==> config.mk <==
export PLATFORM = sky130hd
export DESIGN_NAME = arbiter_rr_param
export DESIGN_NICKNAME = d
export VERILOG_FILES = /design/src/rtl/arb_pkg.sv /design/src/rtl/rr_select.sv /design/src/rtl/arbiter_rr_param.sv
export SDC_FILE = /design/constraint.sdc
export NUM_CORES = 1
export LEC_CHECK = 0
export ABC_CLOCK_PERIOD_IN_PS = 5000
export BUFFER_PORTS_ARGS = -buffer_cell sky130_fd_sc_hd__buf_2
export CAP_MARGIN = 15
export CORE_ASPECT_RATIO = 0.6
export CORE_MARGIN = 5
export CORE_UTILIZATION = 43
export DETAILED_ROUTE_END_ITERATION = 8
export MAX_ROUTING_LAYER = met4
export PLACE_DENSITY = 0.68
export SETUP_SLACK_MARGIN = 0.4
export SLEW_MARGIN = 5
export SYNTH_ARGS = -nofsm -noshare
export SYNTH_HDL_FRONTEND = slang
export SYNTH_SLANG_ARGS = --single-unit
==> constraint.sdc <==
create_clock -name clk -period 5 [get_ports clk]
set_input_delay 0.25 -clock clk [delete_from_list [all_inputs] [get_ports clk]]
set_output_delay 0.25 -clock clk [all_outputs]
set_load 0.01 [all_outputs]
==> src/rtl/arb_pkg.sv <==
// Shared definitions for the parametrised routing arbiter: FSM encoding,
// default sizes and compile-time width helpers.
package arb_pkg;

  typedef enum logic [1:0] {
    RESET  = 2'b00,
    IDLE   = 2'b01,
    ACTIVE = 2'b10
  } arb_state_t;

  localparam int N_IN_DEF  = 4;
  localparam int N_OUT_DEF = 4;
  localparam int DW_DEF    = 6;

  // Ceiling log2; 0 for v <= 1.
  function automatic int clog2(input int v);
    int r;
    r = 0;
    while ((1 << r) < v) r++;
    return r;
  endfunction

  // Index width that never collapses to zero bits.
  function automatic int idx_w(input int n);
    return (n > 1) ? clog2(n) : 1;
  endfunction

endpackage

==> src/rtl/rr_select.sv <==
// N-way picker: fixed priority (index 0 highest) or round robin starting at
// i_ptr. Returns a one-hot grant, its index and a valid flag.
module rr_select
  import arb_pkg::*;
#(
  parameter int N       = N_IN_DEF,
  parameter int RR_MODE = 1,
  parameter int IW      = idx_w(N)
) (
  input  logic [N-1:0]  i_eligible,
  input  logic [IW-1:0] i_ptr,
  output logic [N-1:0]  o_grant,
  output logic [IW-1:0] o_idx,
  output logic          o_valid
);

  localparam int SW = IW + 1;

  logic [IW-1:0] w_base;
  logic [IW-1:0] w_cand [N];
  logic [N-1:0]  w_rot;
  logic          w_found;
  logic [IW-1:0] w_idx;

  assign w_base = (RR_MODE != 0) ? i_ptr : '0;

  // Search order: position gi holds channel (base + gi) mod N.
  for (genvar gi = 0; gi < N; gi++) begin : g_rot
    logic [SW-1:0] w_sum;
    assign w_sum       = {1'b0, w_base} + SW'(gi);
    assign w_cand[gi]  = (w_sum >= SW'(N)) ? IW'(w_sum - SW'(N)) : w_sum[IW-1:0];
    assign w_rot[gi]   = i_eligible[w_cand[gi]];
  end

  always_comb begin
    w_found = 1'b0;
    w_idx   = '0;
    for (int k = 0; k < N; k++) begin
      if (!w_found && w_rot[k]) begin
        w_found = 1'b1;
        w_idx   = w_cand[k];
      end
    end
  end

  always_comb begin
    o_grant = '0;
    if (w_found) o_grant[w_idx] = 1'b1;
  end

  assign o_idx   = w_idx;
  assign o_valid = w_found;

endmodule

==> src/rtl/arbiter_rr_param.sv <==
// Parametrised routing arbiter: pops one head word per cycle from the input
// FIFO bank and pushes it one cycle later to the output FIFO named by its MSBs.
module arbiter_rr_param
  import arb_pkg::*;
#(
  parameter int N_IN      = N_IN_DEF,
  parameter int N_OUT     = N_OUT_DEF,
  parameter int DW        = DW_DEF,
  parameter int DEST_W    = clog2(N_OUT),
  parameter int RR_MODE   = 1,
  parameter int SKIP_MODE = 1,
  parameter int CW        = 8
) (
  input  logic                clk,
  input  logic                reset,
  input  logic [N_IN-1:0]     empty,
  input  logic [N_IN*DW-1:0]  data_in,
  input  logic [N_OUT-1:0]    afull,
  output logic [N_IN-1:0]     pop,
  output logic [N_OUT-1:0]    push,
  output logic [DW-1:0]       data_out,
  output logic [N_OUT*CW-1:0] push_cnt,
  output logic                idle
);

  localparam int IW = idx_w(N_IN);

  arb_state_t       r_state;
  logic             r_idle;
  logic [N_OUT-1:0] r_push;
  logic [DW-1:0]    r_data;
  logic [IW-1:0]    r_ptr;

  logic [N_IN-1:0]   w_eligible;
  logic [N_IN-1:0]   w_grant;
  logic [IW-1:0]     w_gidx;
  logic              w_gvalid;
  logic              w_run;
  logic              w_fire;
  logic [DW-1:0]     w_word;
  logic [DEST_W-1:0] w_dest;
  logic [N_OUT-1:0]  w_push_next;
  logic [IW-1:0]     w_ptr_next;

  // A channel competes only if it has a word and the output it needs can take it.
  for (genvar gi = 0; gi < N_IN; gi++) begin : g_elig
    if (SKIP_MODE != 0) begin : g_skip
      logic [DEST_W-1:0] w_head_dest;
      assign w_head_dest    = data_in[gi*DW + DW - DEST_W +: DEST_W];
      assign w_eligible[gi] = !empty[gi] && !afull[w_head_dest];
    end else begin : g_stall
      logic w_any_afull;
      assign w_any_afull    = |afull;
      assign w_eligible[gi] = !empty[gi] && !w_any_afull;
    end
  end

  rr_select #(
    .N       (N_IN),
    .RR_MODE (RR_MODE),
    .IW      (IW)
  ) u_sel (
    .i_eligible (w_eligible),
    .i_ptr      (r_ptr),
    .o_grant    (w_grant),
    .o_idx      (w_gidx),
    .o_valid    (w_gvalid)
  );

  // No grant while reset is held or during the first cycle after release.
  assign w_run  = reset && (r_state != RESET);
  assign w_fire = w_run && w_gvalid;
  assign pop    = w_run ? w_grant : '0;

  assign w_word      = data_in[w_gidx*DW +: DW];
  assign w_dest      = w_word[DW-1 -: DEST_W];
  assign w_push_next = w_fire ? (N_OUT'(1) << w_dest) : '0;
  assign w_ptr_next  = (w_gidx == IW'(N_IN - 1)) ? '0 : w_gidx + 1'b1;

  always_ff @(posedge clk or negedge reset) begin
    if (!reset) begin
      r_state <= RESET;
      r_idle  <= 1'b0;
      r_push  <= '0;
      r_data  <= '0;
      r_ptr   <= '0;
    end else begin
      case (r_state)
        RESET: begin
          r_state <= IDLE;
          r_idle  <= 1'b1;
        end
        IDLE, ACTIVE: begin
          r_state <= w_gvalid ? ACTIVE : IDLE;
          r_idle  <= !w_gvalid;
        end
        default: begin
          r_state <= RESET;
          r_idle  <= 1'b0;
        end
      endcase
      r_push <= w_push_next;
      if (w_fire) begin
        r_data <= w_word;
        r_ptr  <= w_ptr_next;
      end
    end
  end

  // Counters advance on the same edge that raises the matching push bit.
  for (genvar gi = 0; gi < N_OUT; gi++) begin : g_cnt
    logic [CW-1:0] r_cnt;
    always_ff @(posedge clk or negedge reset) begin
      if (!reset) begin
        r_cnt <= '0;
      end else if (w_push_next[gi] && (r_cnt != {CW{1'b1}})) begin
        r_cnt <= r_cnt + 1'b1;
      end
    end
    assign push_cnt[gi*CW +: CW] = r_cnt;
  end

  assign push     = r_push;
  assign data_out = r_data;
  assign idle     = r_idle;

endmodule

==> impl_metrics.ini, run 1 <==
[floorplanning]
dieArea_mm2 = 0.00826
start_util = 0.449
chipWidth_um = 114
fp.dieH_um = 72.4
coreArea_mm2 = 0.00622
io_pins = 81
rows = 22

[synth]
yosysTopAreaCell = dfrtp_1
yosys_warnings = 0
synth_area_leaders = dfrtp_1 41%, mux2i_1 5.7%, mux2_2 4.8%
synth_ff_type = dfrtp_1
syn_area_per_cell_um2 = 10.0
ys_seq_area_frac = 0.412
ys_top_cells_by_count = 46 x dfrtp_1, 26 x nand2_1, 16 x mux2i_1, 15 x nor2_1, 14 x o21ai_0
synth_most_common_cell = dfrtp_1
synth_top_area_frac = 0.412
yosysUniqueCellTypes = 48
synth_edf_count = 0
synthesis.nets = 323
synthCells = 279
syn_area_mm2 = 0.00279
async_reset_ff_frac = 1.00
ys_ff_latch = 46

[grt]
grt_pass1_vias = 2224
antenna_found_initial = 0
overflow = 0
grt_use_total = 0.172
grt_pass1_wl_um = 11100
grt_start_max_net_pins = 48

[clocking]
tritoncts = yes
ctsHoldBuffers = 0
ctsHtreeMaxLevel = 2
cts_buffer_depth = 2
post_cts_resized = 0
cts_made_buffers = 5
clkSinkCount = 46
postCtsSetupBuffers = 0
cts_root_buf = clkbuf_8
clock_latency_ns = 0.30
clkTransAtPathRegs_ns = 0.09

[final_layout]
num-fill-cells = 583
fin_nets = 403
syn_to_final_growth_pct = 21.1
instances_no_fill = 444
antenna_cells = 0
drive_above_1_share = 0.319

[timing]
whs_ns = 0.103
rsz0062_at_grt = no
final.setup_skew_ns = 0.00913
fin_crit_sh = 0.626
slew_headroom = 0.402
slew_viol_final = 0
fmax_ghz = 0.320
fin_crit_ns = 3.13
worstMarginPinSlew_ns = 0.897
setup_viol = 0
fin_setup_tns_ns = 0
hold_viol = 0

[worst_setup_path]
crit_required_ns = 5.18
path_class = register to register
crit_path_start_kind = register
arrival_ns = 3.31
cp-end-kind = register
path_max_fanout = 15

[placement]
globalplace.congestion = 0.838
dp_hpwl_um = 5290
port_buffers = 80
place_inst = 436

[detailed_routing]
routed_wl_um = 6860
firstDrtPassIters = 4
ant_nets = 0
detail_route.wl_per_cell_um = 15.5
first_iter_violations = 133
dr_total_vias = 2397
vias_per_cell = 5.40
drc = 0

[flow_run]
maxCapViolCount = 0

[worst_hold_path]
holdCritPathClass = input port to async pin

[power_and_ir_drop]
p_per_area_mw_per_mm2 = 421
leakage_nw = 1.67
ir_drop_v = 0.000176
finalPower_mw = 1.43

[outcome]
outcome = finished clean
[cell type report]
class,instances,area [um^2],share of cell area
clock buffer,5,68.8,0.0203
clock inverter,3,40.0,0.0118
inverter,9,33.8,0.00999
multi-input combinational,214,1560,0.462
sequential,46,1150,0.340
tap,84,105,0.0311
timing repair buffer,83,423,0.125
[placed cells by master (no fill, tap or decap), types with 4 or more instances in the layout]
| cell type | instances |
|---|---|
| nand3_1 | 12 |
| nor3_1 | 9 |
| xor2_1 | 12 |
| nand4_1 | 13 |
| a22o_1 | 4 |
| ha_1 | 10 |
| inv_1 | 8 |
| xnor2_1 | 13 |
| nor2b_1 | 4 |
| and3_1 | 9 |
| o21ai_0 | 14 |
| mux2i_1 | 16 |
| nor2_1 | 15 |
| and2_1 | 6 |
| buf_2 | 80 |
| clkbuf_8 | 5 |
| mux2_2 | 12 |
| nand2_1 | 26 |
| dfrtp_1 | 46 |
[path summary, 6_finish.rpt]
kind	endpoint	slack (ns)	depth (start not counted)	start
max reg2reg	g_cnt[0].r_cnt[3]	1.87	8	r_ptr[1]
max in group asynchronous	g_cnt[2].r_cnt[7]	4.49	2	reset
min reg2reg	g_cnt[1].r_cnt[4]	0.48	1	g_cnt[1].r_cnt[4]
max	g_cnt[0].r_cnt[3]	1.87	8	r_ptr[1]
min in group clk	data_out[1]	0.37	5	data_in[1]
min	g_cnt[3].r_cnt[6]	0.10	2	reset
[cells by family after synthesis]
| family | Yosys count | synth area share |
|---|---|---|
| compound gates | 34 | 0.0878 |
| xor+xnor | 25 | 0.0784 |
| fa+ha+maj | 10 | 0.0448 |
| buf+inv | 19 | 0.0287 |
| flops | 46 | 0.412 |
| mux | 30 | 0.119 |
| simple gates | 115 | 0.229 |
[sequential cells by signal (all words and copies together), names as in the netlist]
| register | cells |
|---|---|
| data_out | 6 |
| push | 4 |
| r_ptr | 2 |
| r_state | 2 |
| g_cnt.r_cnt | 32 |
[stage by stage]
| stage | setup slack [ns] | cell area, um^2 | utilization |
|---|---|---|---|
| 2_1_floorplan | 2.37 | 2790 | - |
| 3_3_place_gp | 1.80 | 3270 | 0.526 |
| 3_5_place_dp | 1.67 | 3270 | 0.526 |
| 4_1_cts | 1.88 | 3380 | 0.544 |
| 5_1_grt | 1.62 | 3380 | 0.544 |
| 6_report | 1.87 | 3380 | 0.544 |
[worst max-delay path, stage by stage (launching register included)]
cell	delay, ns
dfrtp_1	0.51
nand2b_1	0.20
a221oi_1	0.36
a221oi_4	0.09
nor2_4	0.42
mux2i_1	0.36
a22oi_1	0.32
or4_1	0.61
xnor2_1	0.14
[power by group]
| part | total [mW] | leakage (nW) | internal (mW) | switching, mW |
|---|---|---|---|---|
| sequential | 0.590 | 0.598 | 0.474 | 0.116 |
| combinational | 0.565 | 1.02 | 0.241 | 0.324 |
| clock | 0.271 | 0.0579 | 0.147 | 0.123 |
| total | 1.43 | 1.67 | 0.862 | 0.563 |
[layer usage]
| metal | GRT usage | part of all wire | vias to the layer above |
|---|---|---|---|
| met5 | - | 0 | - |
| met4 | 0.0369 | 0.0092 | 0 |
| met3 | 0.0333 | 0.073 | 8 |
| met2 | 0.231 | 0.40 | 84 |
| met1 | 0.263 | 0.52 | 1133 |
| li1 | - | - | 1172 |
Note: power is estimated with default switching activity, not from simulation.
==> inputs of run 2 (changes only) <==
Settings changed: ABC_AREA set to 1, ABC_CLOCK_PERIOD_IN_PS 5000 to 2900, PLACE_DENSITY 0.68 to 0.66.
Clock period 5 ns to 2.9 ns, I/O delays scaled along.
==> impl_metrics.ini, run 2 <==
[detailed_routing]
ant_nets = 0
firstDrtPassIters = 5
drc = 0
dr_total_vias = 3286
first_iter_violations = 246
vias_per_cell = 5.07
detail_route.wl_per_cell_um = 14.2
routed_wl_um = 9230

[timing]
rsz0062_at_grt = yes
hold_viol = 25
fmax_ghz = 0.407
layout_setup_ws_ns = 0.441
whs_ns = -0.0154
slew_viol_final = 0
fin_crit_sh = 0.848
slew_headroom = 0.613
fin_crit_ns = 2.46
final.setup_skew_ns = 0.00497
fin_setup_tns_ns = 0
setup_viol = 0
worstMarginPinSlew_ns = 0.581

[worst_setup_path]
crit_required_ns = 2.76
crit_path_start_kind = register
arrival_ns = 2.31
path_class = register to primary output
path_max_fanout = 7
cp-end-kind = primary output

[synth]
synth-simple-area-share = 0.471
synth_top_area_frac = 0.335
syn_area_mm2 = 0.00343
synthCells = 433
synth-xor-area-share = 0.0667
ys_seq_area_frac = 0.335
synth_compound_area_frac = 0.0106
synth_edf_count = 0
synth_ff_type = dfrtp_1
synth.mux.area_fraction = 0
synth_area_leaders = dfrtp_1 34%, nand2_1 16%, nand4_1 6.6%
synth_top_family_by_area = simple AND/OR/NAND/NOR gates
yosys_warnings = 0
ys_ff_latch = 46
yosysTopAreaCell = dfrtp_1
synth_most_common_cell = nand2_1
yosysUniqueCellTypes = 29
syn_area_per_cell_um2 = 7.93
ys_top_cells_by_count = 142 x nand2_1, 46 x dfrtp_1, 41 x nand3_1, 36 x nand4_1, 31 x inv_1
synth_fa_ha_area_frac = 0.0365
async_reset_ff_frac = 1.00
synthesis.nets = 477

[clocking]
clkSinkCount = 46
cts_buffer_depth = 2
tritoncts = yes
clkTransAtPathRegs_ns = 0.07
clock_latency_ns = 0.29
cts_made_buffers = 5
ctsHoldBuffers = 0
cts_root_buf = clkbuf_16
ctsHtreeMaxLevel = 2

[grt]
grt_pass1_wl_um = 14800
grt_busiest_layer = met2
overflow = 0
grt_start_max_net_pins = 47
grt_use_total = 0.186
met3_usage = 0.0423
antenna_found_initial = 0
use_met2 = 0.271
grtUsageMet1 = 0.265
grt_pass1_vias = 3051

[final_layout]
fin_nets = 583
final_cell_mix = 140 x nand2_1, 80 x buf_2, 44 x dfrtp_1
antenna_cells = 0
multi_input_area_mm2 = 0.00205
final-seq-area_mm2 = 0.00115
largest_reg_flops = 32
drive_above_1_share = 0.348
syn_to_final_growth_pct = 25.8
final_common_cell = nand2_1
instances_no_fill = 648
num-fill-cells = 736
top_register = g_cnt.r_cnt

[placement]
dpl_worst_slack_ns = 0.178
dp_hpwl_um = 6890
place_inst = 617
globalplace.congestion = 0.898
port_buffers = 80

[power_and_ir_drop]
p_per_area_mw_per_mm2 = 1270
sw_frac_of_total = 0.507
internal-power_mw = 2.72
switching_power_mw = 2.79
pwr-share-seq = 0.187
leakage_nw = 2.38
combPwrFrac = 0.707
clockPowerShare = 0.106
ir_drop_v = 0.000672

[outcome]
outcome = finished with violations
violations = hold timing

[floorplanning]
chipWidth_um = 125
fp.dieH_um = 79.2
io_pins = 81
rows = 25
start_util = 0.439
coreArea_mm2 = 0.00782
dieArea_mm2 = 0.00993

[flow_run]
maxCapViolCount = 0

[worst_hold_path]
holdCritPathClass = input port to async pin
[run 2: layout make-up]
class / instances / area share
Sequential cell: 46 / 0.267
Tap cell: 108 / 0.0313
Timing Repair Buffer: 111 / 0.157
Multi-Input combinational cell: 334 / 0.474
Clock inverter: 3 / 0.00579
Inverter: 41 / 0.0362
Clock buffer: 5 / 0.0290
[run 2: metrics by stage]
stage,power (mW),cell area (um^2),util
after floorplan,3.56,3430,-
after detailed placement,4.14,3910,0.500
after global placement,4.07,3910,0.500
final,5.50,4320,0.552
after CTS,4.79,4090,0.523
after global routing,5.94,4320,0.552
[run 2: power groups by stage]
stage	logic (mW)	clock network (mW)	registers, mW
2_1_floorplan	2.53	0	1.04
3_3_place_gp	3.02	0	1.04
3_5_place_dp	3.10	0	1.05
4_1_cts	3.16	0.601	1.03
5_1_grt	4.25	0.634	1.06
6_report	3.89	0.585	1.03
[run 2: layer usage]
layer,routed length [um],vias to the layer above
met5,0,-
met2,4020,99
met3,545,9
li1,-,1642
met4,71,0
met1,4590,1536
[run 2: worst max-delay path: stages (launching register included)]
cell     delay, ns
dfrtp_2       0.50
xnor2_4       0.23
buf_6         0.14
nand3_2       0.09
nand2_4       0.11
nand2_4       0.07
nand3_4       0.11
nand2_4       0.07
nor2_4        0.15
buf_8         0.14
ha_1          0.14
inv_1         0.04
nor2_1        0.09
buf_2         0.14
[run 2: final timing paths]
| kind | depth (start not counted) | endpoint | slack (ns) | startpoint |
|---|---|---|---|---|
| worst max-delay path | 13 | pop[3] | 0.44 | r_ptr[0] |
| worst min-delay path | 2 | r_ptr[1] | -0.02 | reset |
| worst max register to register | 15 | g_cnt[3].r_cnt[1] | 0.46 | r_ptr[0] |
| worst min register to register | 2 | data_out[2] | 0.48 | data_out[2] |
| max in group asynchronous | 2 | r_ptr[0] | 2.51 | reset |
| min in group clk | 5 | data_out[2] | 0.17 | data_in[8] |
[run 2: kinds of logic (layout without fill, tap and decap cells)]
kind of cell / count (synthesis) / after routing
simple gates: 295 / 295
fa+ha+maj: 10 / 10
xor+xnor: 24 / 24
buf+inv: 53 / 160
flops: 46 / 46
compound gates: 5 / 5
[run 2: timing repair]
item / CTS / global route
endpoints found under the setup margin: 42 / 40
buffers inserted: 4 / 19
resized for setup: 3 / 12
pin swaps: 1 / 11
==> inputs of run 3 (changes only) <==
Settings changed: ABC_CLOCK_PERIOD_IN_PS 2900 to 2050, PLACE_DENSITY 0.66 to 0.69.
Clock period 2.9 ns to 2.05 ns, I/O delays scaled along.
==> impl_metrics.ini, run 3 (synthesis results as in run 2) <==
[worst_setup_path]
crit_slowest_cell = dfrtp_2
path_max_fanout = 7
worst-r2r-setup-slack_ns = -0.33
path_class = register to primary output
slowest_delay_ns = 0.51
arrival_ns = 2.28
crit_top_cell = nand2_4
crit_required_ns = 1.95
cp-end-kind = primary output
crit_chain = inv_4, nand3_2, nand3_2, nand2_4, nand2_4, nand2_4, nand2_4, nand2_4, nor2_4, buf_6, ha_4, inv_1, nor2_2, buf_2
crit_path_start_kind = register

[timing]
fin_crit_ns = 2.38
hold_viol = 0
layout_setup_ws_ns = -0.335
slew_viol_final = 0
setup_viol = 47
fmax_ghz = 0.419
fin_crit_sh = 1.16
fin_setup_tns_ns = -13.16
rsz0062_at_grt = yes
worstMarginPinSlew_ns = 0.617
final.setup_skew_ns = 0.00480
slew_headroom = 0.588

[final_layout]
fin_nets = 614
instances_no_fill = 679
drive_above_1_share = 0.482
syn_to_final_growth_pct = 46.7
final_common_cell = nand2_1
antenna_cells = 0
final_cell_mix = 108 x nand2_1, 80 x buf_2, 45 x dfrtp_1
num-fill-cells = 630
top_register = g_cnt.r_cnt
largest_reg_flops = 32

[detailed_routing]
detail_route.wl_per_cell_um = 15.6
routed_wl_um = 10600
ant_nets = 0
firstDrtPassIters = 4
first_iter_violations = 244
dr_total_vias = 3487
drc = 0
vias_per_cell = 5.14

[worst_hold_path]
holdCritPathClass = input port to register

[clocking]
clkSinkCount = 46
ctsHtreeMaxLevel = 2
cts_made_buffers = 5
tritoncts = yes
cts_buffer_depth = 2
cts_root_buf = clkbuf_16
clkTransAtPathRegs_ns = 0.07
clock_latency_ns = 0.30

[floorplanning]
coreArea_mm2 = 0.00782
dieArea_mm2 = 0.00993
io_pins = 81
start_util = 0.439
chipWidth_um = 125
fp.dieH_um = 79.2
rows = 25

[grt]
grt_pass1_wl_um = 17100
grt_start_max_net_pins = 47
grt_pass1_vias = 3447
antenna_found_initial = 0
grt_use_total = 0.220
overflow = 0

[power_and_ir_drop]
sw_frac_of_total = 0.490
switching_power_mw = 5.09
p_per_area_mw_per_mm2 = 2070
clockPowerShare = 0.106
ir_drop_v = 0.000941
leakage_nw = 2.67
pwr-share-seq = 0.140
combPwrFrac = 0.753
internal-power_mw = 5.31

[outcome]
violations = setup timing
outcome = finished with violations

[placement]
globalplace.congestion = 0.931
dp_hpwl_um = 6920
port_buffers = 80
place_inst = 643

[flow_run]
maxCapViolCount = 0
[run 3: critical path: cells and delay by family (launching register included)]
family | cells | cell delay (ns)
flops | 1 | 0.51
buf+inv | 4 | 0.45
fa+ha+maj | 1 | 0.13
simple gates | 9 | 0.89
[run 3: path summary, 6_finish.rpt]
kind                        startpoint           endpoint  cells past startpoint
setup / recovery              r_ptr[0]             pop[1]                     14
hold / removal              data_in[7]        data_out[1]                      5
setup reg to reg              r_ptr[0]  g_cnt[2].r_cnt[5]                     17
hold reg to reg            data_out[0]        data_out[0]                      2
max in group asynchronous        reset           r_ptr[0]                      3
min in group asynchronous        reset  g_cnt[2].r_cnt[3]                      3
[run 3: cell type report]
cell class / instances / area (um^2) / area share
multi-input cells: 336 / 2370 / 0.472
flip-flops and latches: 46 / 1150 / 0.229
repair buffers: 140 / 1010 / 0.202
inverters: 41 / 159 / 0.0316
clock buffers: 6 / 139 / 0.0276
well taps: 108 / 135 / 0.0268
clock inverters: 2 / 60.1 / 0.0119
[run 3: power groups by stage]
stage	Combinational (mW)	Sequential (mW)	Clock, mW
floorplan	3.72	1.47	0
global placement	4.93	1.45	0
detailed placement	5.06	1.46	0
CTS	6.84	1.45	1.12
global route	8.33	1.51	1.16
finish	7.83	1.46	1.10
[run 3: metal layers]
layer  track usage  up-vias  share of wire
met1         0.282     1651           0.45
met2         0.353      117           0.47
met3        0.0464       17          0.058
li1              -     1702              -
met4        0.0671        0          0.015
met5             -        -              0
[run 3: per-stage QoR]
| step | total power, mW | hold slack [ns] | util | setup slack [ns] | area (um^2) |
|---|---|---|---|---|---|
| 6_report | 10.4 | 0.142 | 0.644 | -0.335 | 5030 |
| 3_5_place_dp | 6.52 | 0.315 | 0.534 | -0.360 | 4180 |
| 5_1_grt | 11.0 | 0.171 | 0.644 | -0.455 | 5030 |
| 2_1_floorplan | 5.19 | -0.193 | - | 0.00713 | 3480 |
| 4_1_cts | 9.41 | 0.119 | 0.620 | -0.287 | 4850 |
| 3_3_place_gp | 6.37 | 0.310 | 0.534 | -0.255 | 4180 |
[run 3: timing repair]
action	4_1_cts	5_1_grt
setup buffers	22	3
pin swaps	35	26
gates cloned	1	1
resized for setup	63	38
hold buffers	1	0
setup endpoints to repair	49	50
endpoints found under the hold margin	4	0
